`src/rtl/alu_seq_param.sv`:
```
// Sequential unsigned ALU: single-cycle add/sub/logic ops, iterative shift-add multiply
// and restoring divide (one step per clock), with done/busy/err handshake.
module alu_seq_param #(
    parameter int W  = 8,
    parameter int CW = $clog2(W) + 1
) (
    input  logic           clk,
    input  logic           reset,
    input  logic           start,
    input  logic [2:0]     op,
    input  logic [W-1:0]   in_a,
    input  logic [W-1:0]   in_b,
    output logic           busy,
    output logic           done,
    output logic           err,
    output logic [2*W-1:0] result
);

    localparam logic [1:0] IDLE = 2'd0;
    localparam logic [1:0] EXEC = 2'd1;
    localparam logic [1:0] DONE = 2'd2;

    localparam logic [2:0] OP_ADD = 3'b000;
    localparam logic [2:0] OP_SUB = 3'b001;
    localparam logic [2:0] OP_MUL = 3'b010;
    localparam logic [2:0] OP_DIV = 3'b011;
    localparam logic [2:0] OP_AND = 3'b100;
    localparam logic [2:0] OP_OR  = 3'b101;
    localparam logic [2:0] OP_XOR = 3'b110;

    localparam logic [CW-1:0] LAST_STEP = CW'(W - 1);

    logic [1:0]     state;
    logic [CW-1:0]  cnt;
    logic [2:0]     op_reg;
    logic [2*W-1:0] a_reg;
    logic [W-1:0]   b_reg;
    logic [2*W-1:0] acc;

    logic [W:0]     sum_ext;
    logic [W:0]     diff_ext;
    logic [2*W-1:0] single_res;
    logic           single_err;
    logic           multi_cycle;

    logic [W:0]     div_trial;
    logic [W:0]     div_diff;
    logic           div_ge;
    logic [2*W-1:0] acc_step;

    assign busy = (state == EXEC);
    assign done = (state == DONE);

    // Result of every operation that completes on the accepting edge; MUL by zero lands here too.
    always_comb begin
        sum_ext     = {1'b0, in_a} + {1'b0, in_b};
        diff_ext    = {1'b0, in_a} - {1'b0, in_b};
        single_res  = '0;
        single_err  = 1'b0;
        multi_cycle = ((op == OP_MUL) || (op == OP_DIV)) && (in_b != '0);
        case (op)
            OP_ADD:  single_res = {{(W-1){1'b0}}, sum_ext};
            OP_SUB:  single_res = {{(W-1){1'b0}}, diff_ext};
            OP_MUL:  single_res = '0;
            OP_DIV: begin
                single_res = {in_a, {W{1'b1}}};
                single_err = 1'b1;
            end
            OP_AND:  single_res = {{W{1'b0}}, in_a & in_b};
            OP_OR:   single_res = {{W{1'b0}}, in_a | in_b};
            OP_XOR:  single_res = {{W{1'b0}}, in_a ^ in_b};
            default: single_err = 1'b1;
        endcase
    end

    // For DIV, acc holds {remainder, dividend/quotient}; quotient bits shift in from the bottom.
    always_comb begin
        div_trial = {acc[2*W-1:W], acc[W-1]};
        div_diff  = div_trial - {1'b0, b_reg};
        div_ge    = (div_trial >= {1'b0, b_reg});
        if (op_reg == OP_DIV)
            acc_step = {(div_ge ? div_diff[W-1:0] : div_trial[W-1:0]), acc[W-2:0], div_ge};
        else
            acc_step = b_reg[0] ? (acc + a_reg) : acc;
    end

    always_ff @(posedge clk or negedge reset) begin
        if (!reset) begin
            state  <= IDLE;
            cnt    <= '0;
            op_reg <= '0;
            a_reg  <= '0;
            b_reg  <= '0;
            acc    <= '0;
            result <= '0;
            err    <= 1'b0;
        end else begin
            case (state)
                IDLE: begin
                    if (start) begin
                        op_reg <= op;
                        a_reg  <= {{W{1'b0}}, in_a};
                        b_reg  <= in_b;
                        cnt    <= '0;
                        if (multi_cycle) begin
                            acc   <= (op == OP_DIV) ? {{W{1'b0}}, in_a} : '0;
                            state <= EXEC;
                        end else begin
                            result <= single_res;
                            err    <= single_err;
                            state  <= DONE;
                        end
                    end
                end
                EXEC: begin
                    acc   <= acc_step;
                    a_reg <= a_reg << 1;
                    b_reg <= (op_reg == OP_MUL) ? (b_reg >> 1) : b_reg;
                    cnt   <= cnt + 1'b1;
                    if (cnt == LAST_STEP) begin
                        result <= acc_step;
                        err    <= 1'b0;
                        state  <= DONE;
                    end
                end
                DONE:    state <= IDLE;
                default: state <= IDLE;
            endcase
        end
    end

endmodule

```
`config.mk`:
```
export PLATFORM = sky130hd
export DESIGN_NAME = alu_seq_param
export DESIGN_NICKNAME = d
export VERILOG_FILES = /design/src/rtl/alu_seq_param.sv
export SDC_FILE = /design/constraint.sdc
export NUM_CORES = 1
export LEC_CHECK = 0
export CAP_MARGIN = 20
export CORE_AREA = 2 2 113 115
export CTS_CLUSTER_SIZE = 25
export DETAILED_ROUTE_END_ITERATION = 16
export DIE_AREA = 0 0 115 117
export PLACE_DENSITY_LB_ADDON = 0.15
export SETUP_SLACK_MARGIN = 0.02
export SLEW_MARGIN = 20
export SYNTH_ARGS = -nofsm -noshare
export SYNTH_HDL_FRONTEND = slang
export SYNTH_SLANG_ARGS = --single-unit
```
`constraint.sdc`:
```
create_clock -name clk -period 3.3 [get_ports clk]
set_clock_uncertainty 0.15 [all_clocks]
set_input_delay 0.99 -clock clk [delete_from_list [all_inputs] [get_ports clk]]
set_output_delay 0.99 -clock clk [all_outputs]
set_load 0.05 [all_outputs]
```
=== After elaboration in Yosys (flattened, before gate mapping) ===
Index checks and enable logic that the tools add are counted.

* Flip-flop bits (word level): 66
* Bits of input ports: 22
* Output and inout bits: 19
* Word-level logic and storage cells: 74

* Add/subtract/negate cells: 5
* Order comparisons: 1
* Equality and inequality tests: 16
* Multiplexer cells: 28
* Bitwise logic cells: 3
* Reductions and logical operators: 13

{| class="wikitable"
|+ Operator list
! cell !! number
|-
| 16-bit 2-to-1 mux || 8
|-
| 16-bit one-hot mux with 2 select lines || 3
|-
| 16-bit one-hot mux with 6 select lines || 1
|-
| 8-bit 2-to-1 mux || 4
|-
| 16-bit adder || 1
|-
| 8-bit one-hot mux with 2 select lines || 1
|-
| 3-bit by 2-bit == test with 1-bit output, second input constant || 4
|-
| 8-bit by 8-bit adder with 9-bit output || 1
|-
| 3-bit == test, second input constant || 3
|-
| 9-bit by 8-bit greater-or-equal comparator with 1-bit output || 1
|-
| 8-bit by 8-bit subtractor with 9-bit output || 1
|-
| 8-bit AND || 1
|-
| 8-bit OR || 1
|-
| 4-bit one-hot mux with 2 select lines || 1
|-
| 8-bit nonzero test || 1
|-
| 8-bit subtractor || 1
|-
| 8-bit XOR || 1
|-
| 2-bit 2-to-1 mux || 3
|-
| 2-bit != test, second input constant || 3
|-
| 2-bit AND reduction || 3
|-
| 3-bit AND reduction || 2
|-
| 6-bit OR reduction || 1
|-
| 4-bit by 1-bit adder with 4-bit output, second input constant || 1
|-
| 4-bit by 3-bit == test with 1-bit output, second input constant || 1
|-
| 14 further kinds || 18
|}

=== Depth between registers and ports, before layout ===
Gate-level depths: netlist of the first run.

* Depth after elaboration: 6
* Depth in mapped cells: 13
* Mapped depth without buffers: 12

=== Worst setup path before layout of the first run ===
Ideal clock, no wire load.

* Path kind: in2reg
* Start: in op[0]
* End: reg result[8]
* Setup time: 0.082 ns
* Arrival time: 3.653 ns
* Data required time: 3.068 ns
* Path slack: -0.585 ns
* Cell stages on the path: 12
* Buffers on the path: 1
* Cell sequence: clkbuf_1 nand2b_1 nor2_1 mux2i_1 fa_1 a21o_1 a211o_1 a31o_2 o31ai_1 xnor2_1 nand3_1 a31oi_1

* Word-level cells in the longest chain between the ends: 5
* Elaborated cells on any way between the ends: 15
* Classes of those cells: eq/ne: 7; mux: 4; reduce/logical: 4

{| class="wikitable"
|+ RTL lines
! what !! RTL line !! source
|-
| start: declaration || 10 || <nowiki>input logic [2:0] op,</nowiki>
|-
| 3-bit == test, or another cell as far along || 61 || <nowiki>case (op)</nowiki>
|-
| 16-bit one-hot mux with 6 select lines or 1-bit logical OR (tied branches) || 61, 60 ||
|-
| 16-bit 2-to-1 mux or 1-bit logical AND (tied branches) || 105, 60 ||
|-
| 16-bit 2-to-1 mux or 2-bit != test (tied branches) || -- ||
|-
| 16-bit one-hot mux with 2 select lines or 4-bit AND reduction (tied branches) || -- ||
|-
| end signal: assignment || 109 || <nowiki>result <= single_res;</nowiki>
|-
| end signal: assignment || 121 || <nowiki>result <= acc_step;</nowiki>
|-
| end: declaration || 16 || <nowiki>output logic [2*W-1:0] result</nowiki>
|}

Several ways; a longest one is shown, not always the timed one. The select of a mux whose other input is x is not followed.
A chain may end at the register's enable or synchronous reset.

=== Worst setup path after layout of the first run ===
* Start: in in_b[1]
* End: reg result[8]

* Word-level cells in the longest chain between the ends: 5
* Elaborated cells on any way between the ends: 10
* Classes of those cells: add/sub: 2; eq/ne: 1; mux: 4; reduce/logical: 3

{| class="wikitable"
|+ RTL lines
! what !! RTL line !! source
|-
| start: declaration || 12 || <nowiki>input logic [W-1:0] in_b,</nowiki>
|-
| 8-bit by 8-bit subtractor with 9-bit output or 8-bit by 8-bit adder with 9-bit output (tied branches) || 57, 56 ||
|-
| 16-bit one-hot mux with 6 select lines || 61 ||
|-
| 16-bit 2-to-1 mux || 105 || <nowiki>if (multi_cycle) begin</nowiki>
|-
| 16-bit 2-to-1 mux || 100 || <nowiki>if (start) begin</nowiki>
|-
| 16-bit one-hot mux with 2 select lines || 98 || <nowiki>case (state)</nowiki>
|}

Several ways; a longest one is shown, not always the timed one. The select of a mux whose other input is x is not followed.

==> results of run 1 <==
[kinds of logic (layout without fill, tap and decap cells)]
logic type                 count (synthesis)  count (layout)  share of synthesized area (%)
buffers and inverters                     72             168                           5.44
AOI/OAI and AO/OA                        223             223                           27.3
muxes                                     14              14                           2.71
xor gates and xnor gates                  24              24                           3.93
and+or+nand+nor                          193             193                           17.2
adders and majority gates                 52              52                           12.6
DFF                                       66              66                           30.8
[metal layers]
layer	part of all wire (%)	routed length, µm	GRT usage [%]	up-vias
li1	-	-	-	2525
met1	44	7410	34.1	2510
met2	48	8020	44.0	155
met3	5.1	859	4.07	38
met4	3.4	575	10.4	0
met5	0	0	0	-
[final timing paths]
| check | startpoint | end | slack (ps) | cells after the start |
|---|---|---|---|---|
| max | in_b[1] | result[8] | 120 | 12 |
| min | result[0] | result[0] | 340 | 2 |
| max reg2reg | acc[13] | result[8] | 250 | 7 |
| min reg2reg | result[0] | result[0] | 340 | 2 |
| max in group asynchronous | reset | result[6] | 1840 | 2 |
| min in group asynchronous | reset | a_reg[14] | 480 | 1 |
[cell type report]
type | count | area [µm²] | share of cell area [%]
clock buffers | 10 | 239 | 3.48
clock inverters | 6 | 138 | 2.00
repair buffers | 112 | 958 | 14.0
well taps | 150 | 188 | 2.73
multi-input cells | 506 | 3540 | 51.6
flip-flops and latches | 66 | 1650 | 24.1
inverters | 40 | 150 | 2.19
[critical path, cell delays in order]
cell	delay (ps)
clkdlybuf4s15_2	210
inv_2	50
ha_4	270
mux2i_4	70
fa_2	370
a21o_1	200
a211o_1	270
a31o_4	260
o31ai_4	220
xnor2_1	140
nand3_1	90
a31oi_1	150
[cells in the final DEF (no fill, tap or decap), types with 12 or more instances in the layout]
cell and count:
clkdlybuf4s50_1 30, nor2_1 55, a211oi_1 16, a21oi_1 58, inv_1 36, dfrtp_1 66
ha_1 47, a31oi_1 21, o21ai_0 39, xnor2_1 12, nand2_1 65, buf_4 69
a22o_1 12
[stage by stage]
stage / instance area [µm²] / setup TNS, ps / worst slack (ps) / util, % / hold slack [ps]
after floorplan: 5400 / -61.0 / -61.0 / - / 309
after global placement: 6360 / -6000 / -564 / 51.6 / 316
after detailed placement: 6360 / -6660 / -610 / 51.6 / 324
after CTS: 6820 / 0 / 27.3 / 55.4 / 342
after global routing: 6870 / 0 / 8.42 / 55.8 / 384
final: 6870 / 0 / 123 / 55.8 / 341
[cells in the mapped netlist (all sizes together) (3+ instances only)]
cell type,count
buf,9
nor3b,10
mux2,4
nand2b,10
a21oi,59
xnor2,15
a221oi,4
a211oi,18
a22o,12
fa,3
nor2,58
nand3,9
o31ai,5
ha,49
or2,3
inv,39
mux2i,10
nor3,8
a31oi,22
nand2,65
nor2b,7
o21bai,3
o211ai,10
xor2,9
o21ai,44
or3,3
dfrtp,66
a211o,6
and3,5
o21a,7
a22oi,3
a21o,7
o22a,3
nand3b,4
clkbuf,23
[timing repair]
| item | in CTS | in global routing |
|---|---|---|
| setup endpoints to repair | 6 | 10 |
| pin swaps | 13 | 15 |
| gates resized for setup | 24 | 19 |
| buffers inserted | 2 | 2 |
[where the power goes]
| group | total, mW | internal (mW) | switching, mW |
|---|---|---|---|
| sequential | 1.48 | 1.16 | 0.319 |
| clock | 1.23 | 0.838 | 0.388 |
| combinational | 3.69 | 1.46 | 2.23 |
==> metrics.yaml, run 1 <==
tritoncts: "built"
grt_pass1_vias: 5073
synth.lib_cells_used.distinct: 65
rsz0062_at_grt: "no"
h-tree-depth: 3
synth_edf_count: 0
drv_slew: 0
layout_min_cycle_time_ps: 3180
yosys.area.top_type: "dfrtp_1"
cts_buffer_depth: 2
fmaxAchievable_mhz: 315
layout-area-overhead-vs-synth_pct: 28.2
antenna_cells: 0
fin_crit_sh_pct: 96.3
hold_viol: 0
root_buffer: "clkbuf_16"
clk_latency_ps: 340
netlist_area_um2: 5360
n_fill_cell: 1149
crit_required_ps: 3410
p_leak_nw: 3.21
start_util_pct: 43.5
rows: 41
crit_type: "input pin to flop"
total_power_mw: 6.39
p_per_area_nw_per_um2: 931
port_buffers: 40
dieArea_um2: 13500
maxCapViolations: 0
max-vdd-ir-drop_mv: 0.343
totalWireLength_um: 16900
critical_path.max_fanout: 2
vias: 5228
dp.cells: 870
path_clk_slew_ps: 60
worstHoldPathType: "flop to flop"
drc: 0
final_antenna_net_count: 0
crit_path_end_kind: "flop"
cts_hold_buf: 0
overflow: 0
grt_max_degree: 29
cp.arrival_ps: 3290
ys_ff_latch: 66
hpwlAfterDp_um: 13100
vias_per_cell: 5.87
grt_usage_pct: 26.2
start_kind: "input pin"
finalSetupViolCount: 0
netlist.area_leader.share_pct: 30.8
synthCells: 644
dieHeight_um: 117
yosys-top-cells-area: "dfrtp_1, ha_1, a21oi_1, nand2_1, nor2_1"
antenna_found_initial: 0
drive_above_1_share_pct: 17.2
grt_pass1_wl_um: 26800
firstDrtPassIters: 5
nNetsFinal: 809
cts_sinks: 66
cts_made_buffers: 9
drt_iter0_drc: 301
avgSynthCellArea_um2: 8.32
synth_seq_area_share_pct: 30.8
syn_nets: 718
status: "finished, final reports clean"
die_w_um: 115
synth_ff_type: "dfrtp_1"
wl_per_cell_um: 18.9
tightestPinTransition_ps: 714
synthArstFlopShare_pct: 100
core_area_um2: 12300
relSlewSlack_pct: 52.0
final_cell_count_no_fill: 890
yosysWarnings: 0
io_pins: 41
place.gp.congestion: 0.881
Note: power is estimated with default switching activity, not from simulation.
==> run 2, diff against run 1 <==
--- a/config.mk
+++ b/config.mk
@@ -5,11 +5,12 @@
 export SDC_FILE = /design/constraint.sdc
 export NUM_CORES = 1
 export LEC_CHECK = 0
+export ABC_CLOCK_PERIOD_IN_PS = 3300
 export CAP_MARGIN = 20
-export CORE_AREA = 2 2 113 115
+export CORE_AREA = 2 2 125 103
 export CTS_CLUSTER_SIZE = 25
 export DETAILED_ROUTE_END_ITERATION = 16
-export DIE_AREA = 0 0 115 117
+export DIE_AREA = 0 0 127 105
 export PLACE_DENSITY_LB_ADDON = 0.15
 export SETUP_SLACK_MARGIN = 0.02
 export SLEW_MARGIN = 20
==> run 2 against run 1 <==
Final cell count increased by 0.34%. Flip-flop and latch count unchanged. Largest power group unchanged. Via count decreased by 0.11%. Global-route usage increased by 0.063 points. Non-clock buffer count increased by 1. Worst setup slack improved by 12 ps. Highest routed layer unchanged. Clock-buffer cell count increased by 1. Fmax increased by 0.38%. First-iteration DRC count increased by 54%. Register-to-register slack got worse by 70 ps.
==> metrics.yaml, run 2 (synthesis gave the netlist of run 1 again) <==
firstDrtPassIters: 5  # unchanged
hpwlAfterDp_um: 12900  # -1.4%
grt_usage_pct: 26.3  # +0.063 points
r2r-end: "result[8]"
fin_area_um2: 6750  # -1.7%
antenna_found_initial: 0  # unchanged
cts_made_buffers: 9  # unchanged
fmaxAchievable_mhz: 316  # +0.38%
r2r_cells: 8  # +1
mostFrequentLayoutCell: "buf_4"
min_to: "cnt[3]"
min_path_cells: 1  # -1
totalWireLength_um: 16800  # -0.34%
cts_sinks: 66  # unchanged
core_area_um2: 12000  # -2.7%
layout-area-overhead-vs-synth_pct: 26.1
maxCapViolations: 0  # unchanged
die_w_um: 127  # +10%
nNetsFinal: 810  # +0.12%
status: "finished, final reports clean"
rr_startpoint: "acc[13]"
cp.arrival_ps: 3280  # about the same
crit_path_end_kind: "flop"
wl_per_cell_um: 18.8  # -0.67%
relSlewSlack_pct: 49.6  # -2.5 points
overflow: 0  # unchanged
drive_above_1_share_pct: 16.1  # -1.1 points
drv_slew: 0  # unchanged
p_leak_nw: 3.16  # -1.6%
r2r_slack_ps: 180  # -70 ps
start_util_pct: 44.7  # +1.2 points
placedInstanceArea_um2: 6370  # +0.20%
drc: 0  # unchanged
path_clk_slew_ps: 60  # about the same
crit_type: "input pin to flop"
rsz0062_at_grt: "no"
total_power_mw: 6.17  # -3.5%
rows: 36  # -12%
hold_viol: 0  # unchanged
utilization_pct: 56.3  # +0.58 points
min-delay-start: "cnt[3]"
drt_iter0_drc: 464  # +54%
h-tree-depth: 3  # unchanged
place.gp.congestion: 0.897  # +1.9%
io_pins: 41  # unchanged
cts_buffer_depth: 2  # unchanged
final_cell_mix: "buf_4, dfrtp_1, nand2_1, a21oi_1, nor2_1"
root_buffer: "clkbuf_16"
max-vdd-ir-drop_mv: 0.522  # +52%
final_antenna_net_count: 0  # unchanged
start_kind: "input pin"
crit_required_ps: 3410  # about the same
tightestPinTransition_ps: 751  # +36.7 ps
worstHoldPathType: "flop to flop"
grt_pass1_wl_um: 27200  # +1.4%
layout_min_cycle_time_ps: 3160  # -12.1 ps
dieHeight_um: 105  # -10%
vias_per_cell: 5.85  # -0.45%
vias: 5222  # -0.11%
fin_crit_sh_pct: 95.9  # -0.37 points
antenna_cells: 0  # unchanged
critical_path.max_fanout: 4  # +2
finalSetupViolCount: 0  # unchanged
p_per_area_nw_per_um2: 914  # -1.8%
dieArea_um2: 13300  # -0.89%
grt_pass1_vias: 5084  # +0.22%
clk_latency_ps: 340  # about the same
grt_max_degree: 67  # +130%
tritoncts: "built"
port_buffers: 40  # unchanged
## run 2: worst max-delay path, cell delays in order
cell,delay [ps]
dlygate4sd2_1,240
nand2b_4,150
nor2_4,170
buf_4,160
a21oi_1,50
xnor2_1,130
ha_1,300
a211o_1,310
a31o_4,250
o31ai_4,180
xnor2_1,140
nand3_1,90
a31oi_1,140
## run 2: what timing repair did
item / CTS / global route
endpoints found under the setup margin: 6 / 12
pin swaps: 12 / 14
gates resized for setup: 13 / 8
hold buffers: 0 / 0
setup buffers: 1 / 1
## run 2: routing by layer
metal / GRT usage, % / vias to the layer above / share of wire (%)
met5: 0 / - / 0
met4: 8.16 / 0 / 2.3
met3: 5.73 / 30 / 6.4
met2: 38.8 / 178 / 42
met1: 38.2 / 2482 / 49
li1: - / 2532 / -
## run 2: final cells by class
class | instances | area, µm²
Inverter | 40 | 150
Clock inverter | 5 | 61.3
Fill cell | 1098 | 5230
Multi-Input combinational cell | 506 | 3490
Sequential cell | 66 | 1650
Timing Repair Buffer | 113 | 951
Tap cell | 152 | 190
Clock buffer | 11 | 253
## run 2: how the worst max path moves through the flow
| stage | from | endpoint | cells past startpoint |
|---|---|---|---|
| global placement | in_b[0] | result[8] | 12 |
| finish | op[2] | result[8] | 13 |
| floorplan | op[0] | result[8] | 13 |
| global route | in_b[0] | result[7] | 14 |
| detailed placement | in_b[1] | result[8] | 12 |
| CTS | in_b[2] | result[15] | 8 |
## run 2: where the power goes
group          switching, mW  internal, mW
clock network          0.389         0.629
logic                   2.22          1.44
registers              0.328          1.16
## run 2: metrics by stage
step | hold slack, ps | TNS (ps) | setup slack (ps) | std cells
floorplan | 309 | -61.0 | -61.0 | 644
global placement | 321 | -7200 | -517 | 875
detailed placement | 324 | -7750 | -572 | 875
CTS | 349 | 0 | 31.5 | 892
global route | 367 | 0 | 12.9 | 893
finish | 341 | 0 | 135 | 893
